**src/rtl/fp_pkg.sv**
```systemverilog
// fp_pkg: IEEE-754 single constants, exception-flag bit indices and
// operand classes shared by fp_classify and fp_div_issue_ctrl.
package fp_pkg;

  localparam logic [31:0] FP_QNAN     = 32'h7FC0_0000;
  localparam int          FP_EXP_BIAS = 127;
  localparam logic [7:0]  FP_EXP_MAX  = 8'hFF;

  localparam int FLAG_NV = 3;
  localparam int FLAG_DZ = 2;
  localparam int FLAG_OF = 1;
  localparam int FLAG_UF = 0;

  typedef enum logic [1:0] {
    ZERO,
    NORM,
    INF,
    NAN
  } fp_class_e;

endpackage

```
**src/rtl/fp_classify.sv**
```systemverilog
// fp_classify: combinational single-precision operand classifier.
// Ports: in_val[31:0] operand, cls class; denormals report as ZERO.
module fp_classify
  import fp_pkg::*;
(
  input  logic [31:0] in_val,
  output fp_class_e   cls
);

  logic [7:0]  exp_f;
  logic [22:0] frac_f;
  logic        unused_sign;

  assign exp_f       = in_val[30:23];
  assign frac_f      = in_val[22:0];
  assign unused_sign = in_val[31];

  // exp==0 covers both true zero and flushed denormals
  always_comb begin
    cls = NORM;
    unique case (1'b1)
      exp_f == 8'd0:
        cls = ZERO;
      exp_f == FP_EXP_MAX && frac_f == 23'd0:
        cls = INF;
      exp_f == FP_EXP_MAX && frac_f != 23'd0:
        cls = NAN;
      default:
        cls = NORM;
    endcase
  end

endmodule

```
**src/rtl/fp_div_issue_ctrl.sv**
```systemverilog
// fp_div_issue_ctrl: valid/ready wrapper around the external combinational
// FloatingDivision datapath. Holds div_a/div_b for SETTLE_CYCLES, then
// captures div_result and patches sign/exponent and special operands.
// Ports: clk, rst_n (async low); in_valid/in_ready/in_a/in_b operand side;
// div_a/div_b/div_result datapath side; out_valid/out_ready/out_result
// result side; out_flags {NV,DZ,OF,UF} only when FDIV_FLAGS_EN is defined.
module fp_div_issue_ctrl
  import fp_pkg::*;
#(
  parameter int unsigned SETTLE_CYCLES = 4,
  parameter int unsigned CNT_W         = 8
) (
  input  logic        clk,
  input  logic        rst_n,
  input  logic        in_valid,
  output logic        in_ready,
  input  logic [31:0] in_a,
  input  logic [31:0] in_b,
  output logic [31:0] div_a,
  output logic [31:0] div_b,
  input  logic [31:0] div_result,
  output logic        out_valid,
  input  logic        out_ready,
  output logic [31:0] out_result
`ifdef FDIV_FLAGS_EN
  ,
  output logic [3:0]  out_flags
`endif
);

  typedef enum logic [1:0] {
    IDLE,
    CALC,
    DONE
  } state_e;

  state_e      state_q, state_d;
  logic [CNT_W-1:0] cnt_q, cnt_d;
  logic [31:0] div_a_d, div_b_d, res_d;
  logic        sign_q, sign_d, sign_in;
  fp_class_e   cls_a, cls_b;
  logic        spec_hit;
  logic [31:0] spec_res, norm_res;
  logic        lt;
  logic signed [9:0] e_n;
  logic        unused_hi;
`ifdef FDIV_FLAGS_EN
  logic [3:0]  spec_flg, norm_flg;
  logic [3:0]  flg_q, flg_d;
`endif

  fp_classify u_cls_a (.in_val(in_a), .cls(cls_a));
  fp_classify u_cls_b (.in_val(in_b), .cls(cls_b));

  assign sign_in   = in_a[31] ^ in_b[31];
  assign in_ready  = (state_q == IDLE);
  assign out_valid = (state_q == DONE);
  assign unused_hi = ^div_result[31:23];

  // first match wins, so an if/else chain rather than a parallel case
  always_comb begin
    spec_hit = 1'b1;
    spec_res = '0;
`ifdef FDIV_FLAGS_EN
    spec_flg = '0;
`endif
    if (cls_a == NAN || cls_b == NAN ||
        (cls_a == ZERO && cls_b == ZERO) ||
        (cls_a == INF && cls_b == INF)) begin
      spec_res = FP_QNAN;
`ifdef FDIV_FLAGS_EN
      spec_flg[FLAG_NV] = 1'b1;
`endif
    end else if (cls_a == NORM && cls_b == ZERO) begin
      spec_res = {sign_in, FP_EXP_MAX, 23'd0};
`ifdef FDIV_FLAGS_EN
      spec_flg[FLAG_DZ] = 1'b1;
`endif
    end else if (cls_a == INF) begin
      spec_res = {sign_in, FP_EXP_MAX, 23'd0};
    end else if (cls_a == ZERO || cls_b == INF) begin
      spec_res = {sign_in, 31'd0};
    end else begin
      spec_hit = 1'b0;
    end
  end

  // quotient mantissa below 1.0 costs one exponent step
  assign lt  = div_a[22:0] < div_b[22:0];
  assign e_n = $signed({2'b00, div_a[30:23]})
             - $signed({2'b00, div_b[30:23]})
             + $signed(10'(FP_EXP_BIAS))
             - $signed({9'd0, lt});

  always_comb begin
    norm_res = {sign_q, e_n[7:0], div_result[22:0]};
`ifdef FDIV_FLAGS_EN
    norm_flg = '0;
`endif
    if (e_n >= 10'sd255) begin
      norm_res = {sign_q, FP_EXP_MAX, 23'd0};
`ifdef FDIV_FLAGS_EN
      norm_flg[FLAG_OF] = 1'b1;
`endif
    end else if (e_n <= 10'sd0) begin
      norm_res = {sign_q, 31'd0};
`ifdef FDIV_FLAGS_EN
      norm_flg[FLAG_UF] = 1'b1;
`endif
    end
  end

  always_comb begin
    state_d = state_q;
    cnt_d   = cnt_q;
    div_a_d = div_a;
    div_b_d = div_b;
    sign_d  = sign_q;
    res_d   = out_result;
`ifdef FDIV_FLAGS_EN
    flg_d   = flg_q;
`endif
    unique case (state_q)
      IDLE: begin
        if (in_valid) begin
          div_a_d = in_a;
          div_b_d = in_b;
          sign_d  = sign_in;
          if (spec_hit) begin
            res_d   = spec_res;
`ifdef FDIV_FLAGS_EN
            flg_d   = spec_flg;
`endif
            state_d = DONE;
          end else begin
            cnt_d   = CNT_W'(SETTLE_CYCLES - 1);
            state_d = CALC;
          end
        end
      end
      CALC: begin
        if (cnt_q == '0) begin
          res_d   = norm_res;
`ifdef FDIV_FLAGS_EN
          flg_d   = norm_flg;
`endif
          state_d = DONE;
        end else begin
          cnt_d = cnt_q - 1'b1;
        end
      end
      DONE: begin
        if (out_ready) begin
          state_d = IDLE;
`ifdef FDIV_FLAGS_EN
          flg_d   = '0;
`endif
        end
      end
      default: state_d = IDLE;
    endcase
  end

  always_ff @(posedge clk or negedge rst_n) begin
    if (!rst_n) begin
      state_q    <= IDLE;
      cnt_q      <= '0;
      div_a      <= '0;
      div_b      <= '0;
      sign_q     <= 1'b0;
      out_result <= '0;
`ifdef FDIV_FLAGS_EN
      flg_q      <= '0;
`endif
    end else begin
      state_q    <= state_d;
      cnt_q      <= cnt_d;
      div_a      <= div_a_d;
      div_b      <= div_b_d;
      sign_q     <= sign_d;
      out_result <= res_d;
`ifdef FDIV_FLAGS_EN
      flg_q      <= flg_d;
`endif
    end
  end

`ifdef FDIV_FLAGS_EN
  assign out_flags = flg_q;
`endif

endmodule

```
**config.mk**
```make
export PLATFORM = sky130hd
export DESIGN_NAME = fp_div_issue_ctrl
export DESIGN_NICKNAME = d
export VERILOG_FILES = /design/src/rtl/fp_pkg.sv /design/src/rtl/fp_classify.sv /design/src/rtl/fp_div_issue_ctrl.sv
export SDC_FILE = /design/constraint.sdc
export NUM_CORES = 1
export LEC_CHECK = 0
export CORE_UTILIZATION = 51
export CTS_BUF_LIST = sky130_fd_sc_hd__clkbuf_4 sky130_fd_sc_hd__clkbuf_8
export CTS_CLUSTER_SIZE = 40
export DETAILED_ROUTE_END_ITERATION = 16
export PLACE_DENSITY = 0.89
export SYNTH_ARGS = -nofsm -noshare
export SYNTH_HDL_FRONTEND = slang
export SYNTH_SLANG_ARGS = --single-unit
```
**constraint.sdc**
```tcl
create_clock -name clk -period 11 [get_ports clk]
set_input_delay 2.2 -clock clk [delete_from_list [all_inputs] [get_ports clk]]
set_output_delay 2.2 -clock clk [all_outputs]
set_load 0.1 [all_outputs]
```
==> reports/summary.md <==
By area the synthesized netlist is led by dfrtp_1 (48%), nand2_1 (10%), ha_1 (8.9%), o21ai_0 (4.2%), a22o_1 (3.6%). For the die footprint, the log shows 11,400 µm². Routability-driven placement finished with a final weighted congestion of 0.885.

The worst slack after detailed placement came out at 5420 ps. The final cycle utilization of the critical path was 0.475. The flow ran to the end, and the final reports show no timing, DRC or antenna violations.

The source of the worst register-to-register timing path was div_a[8]. During placement, the flow inserted port buffers numbering 188. The fraction of synthesized cell area taken by the top area cell type came out at 0.476.

The first global-routing pass estimated 24,900 µm of wire. In this run the number of H-tree levels came out at 3. Most frequent cell after synthesis: nand2_1. The initialized floorplan defines 37 standard-cell rows.

TritonCTS built the clock tree. The distinct cell type count of the synthesized netlist came out at 53. The share of the yosys chip area belonging to registers is 0.476, and the overall routed net length is 15,300 µm.

Type of destination of the critical path: a register. The net count after synthesis is 744. The logs give 107 for the clock sink count and 0 ps for the post-route setup TNS. STA puts the critical path data required time at 11,280 ps.

The aggregate global-route resource usage was 0.279. Among all flip-flop cells after synthesis, the most frequent one is dfrtp_1. Clock tree root driver cell: clkbuf_8. Setup repair after global routing left no endpoint under its margin. Subtracting the final worst setup slack from the clock period gives 5230 ps. For this block, the initial DRC count from the detailed router was 242. The clock transition at the registers of the reported paths is 100 ps.

Each instance of the synthesized netlist takes up on average 9.34 µm². After detailed routing, the number of remaining DRC violations is 0. The run gives 0 as the final number of hold-violating endpoints. The worst setup path is launched from a primary input. For this design the top-level I/O count stands at 198. Yosys mapped a number of flops with a built-in enable equal to 0. For this run, the post-layout net count is 926. During synthesis, Yosys emitted a total of 0 warnings.

The routed length per instance works out to 16.6 µm. Number of post-CTS setup repair buffers: 0. The die height works out to 107 µm. The largest single stage delay on the critical path is 1100 ps.

Global routing finished with a remaining overflow of 0. The run gives 11,800 µm as the sum of net half-perimeters after detailed placement. The clock skew is 11.7 ps, and the cts-stage hold buffer count is 0. The tools report the launch point of the worst hold path as out_result[29]. The tools report the headroom to the max-slew limit as 0.259. The run gives 5770 ps as the minimum setup slack in the final design.

The number of buffers created by CTS is 9. The detailed-route via count is 5,180, and the post-synthesis async set-or-reset flop share is 1.00. For the peak clock frequency supported by timing, the log shows 191 MHz.

In this run the worst setup path begins at in_a[28]. In this run, synthesis produced a sequential element count of 107. The initial antenna violation count was 0; the chip width was 107 µm. Synthesis handed over a netlist of 602 instances. The filler cells instantiated in the layout total 722. The maximum number of pins on one net before global-route repair is 94, and the number of buffers between clock root and the deepest sink is 2.

The total of cells resized after clock tree synthesis is 0, and the data arrival time of the worst path is 5510 ps. The worst hold path belongs to the class reg -> reg. The first TritonRoute pass finished after 5 iterations. The initial core utilization was 0.535. Sorting the synthesized cells by how often they occur yields nand2_1 (151), dfrtp_1 (107), o21ai_0 (47). In the final layout, the multi-input gates occupy 2680 µm². Final-report max-slew violation count: 0.

The maximum fanout encountered on the critical timing path was 27. The detail route stage leaves a number of antenna-violating nets equal to 0. The critical-path cell with the highest stage delay was nor4b_4.

The biggest area contributor in the post-synthesis netlist is dfrtp_1. The critical path goes through clkdlybuf4s50_1 -> or4_1 -> nor2_2 -> nor4_1 -> o22a_1 -> nor4b_4 -> a22o_1. Using the TritonRoute via totals, the vias-per-cell ratio works out to 5.61. The core box area was 10,500 µm²; the ratio of cells with drive above 1 in the final layout was 0.0406. The run gives 2680 µm² as the register area. 0 antenna diodes ended up in the layout. Final setup violation count: 0. The kind of critical path was in -> reg. The slew at the pin closest to its max-slew limit came out at 1110 ps. The number of global-route vias before repair is 5,330, and the area of the mapped netlist is 5620 µm². Layout-stage area growth over the synthesis result: 38.5%.

For the worst-skew pair, the clock arrives at the later sink with an insertion delay of 360 ps. The tool flagged a number of max-cap violations equal to 0.
## area by class of cell
cell class | count | share of cell area
tap | 136 | 0.0218
clock inverter | 4 | 0.00675
inverter | 46 | 0.0222
clock buffer | 11 | 0.0178
multi-input combinational | 429 | 0.344
timing repair buffer | 191 | 0.244
sequential | 107 | 0.344
## cells in the final DEF, fill, tap and decap left out, types with 3 or more instances in the layout
master / instances
a31oi_1: 5
o22ai_1: 3
nor4_1: 12
nor2b_1: 3
nand4_1: 12
o221a_1: 7
inv_1: 44
a22o_1: 23
ha_1: 40
nor3_1: 8
nor2_1: 22
a21oi_1: 22
xnor2_1: 4
a21o_1: 17
dfrtp_1: 107
o21ai_0: 47
xor2_1: 7
or4_1: 3
clkdlybuf4s50_1: 187
buf_4: 4
o21ai_1: 5
clkbuf_8: 9
nand2b_1: 5
nand2_1: 151
## critical path: cells and delay by family
| family | cells | cell delay (ps) |
|---|---|---|
| compound gates | 2 | 850 |
| buf+inv | 1 | 450 |
| simple gates | 4 | 2010 |
## stage by stage
stage	utilization	cell area, µm²	hold slack (ps)	std cells
final	0.741	7790	502	924
after CTS	0.741	7790	503	924
after floorplan	-	5620	446	602
after global placement	0.723	7600	463	909
after detailed placement	0.723	7600	473	909
after global routing	0.741	7790	531	924
## layer usage
metal  GRT usage  up-vias  routed length [µm]
met5           0        -                   0
met4       0.130        0                 527
met3      0.0450       43                 864
met2       0.478      213                7450
met1       0.344     2475                6480
li1            -     2449                   -
## kinds of logic after synthesis
family / share of synthesized area
adders and majority gates: 0.0961
buffers and inverters: 0.0481
xor gates and xnor gates: 0.0171
and+or+nand+nor: 0.185
AOI/OAI and AO/OA: 0.178
DFF: 0.476
## final timing paths
| kind | end | slack (ps) | cells after the start |
|---|---|---|---|
| max | out_result[5] | 5770 | 7 |
| min | out_result[29] | 500 | 1 |
| max reg2reg | out_result[5] | 6050 | 19 |
| min reg2reg | out_result[29] | 500 | 1 |
| max in group asynchronous | div_a[13] | 7930 | 2 |
| min in group asynchronous | div_a[9] | 1810 | 1 |
## registers in the layout (all words and copies together), names as in the netlist
| name | cells |
|---|---|
| div_b | 32 |
| sign_q | 1 |
| cnt_q | 8 |
| state_q | 2 |
| div_a | 32 |
| out_result | 32 |
Power is left out: the tool's default activity adds up to more than one toggle a clock period on the data nets, which glitch-free logic cannot reach.
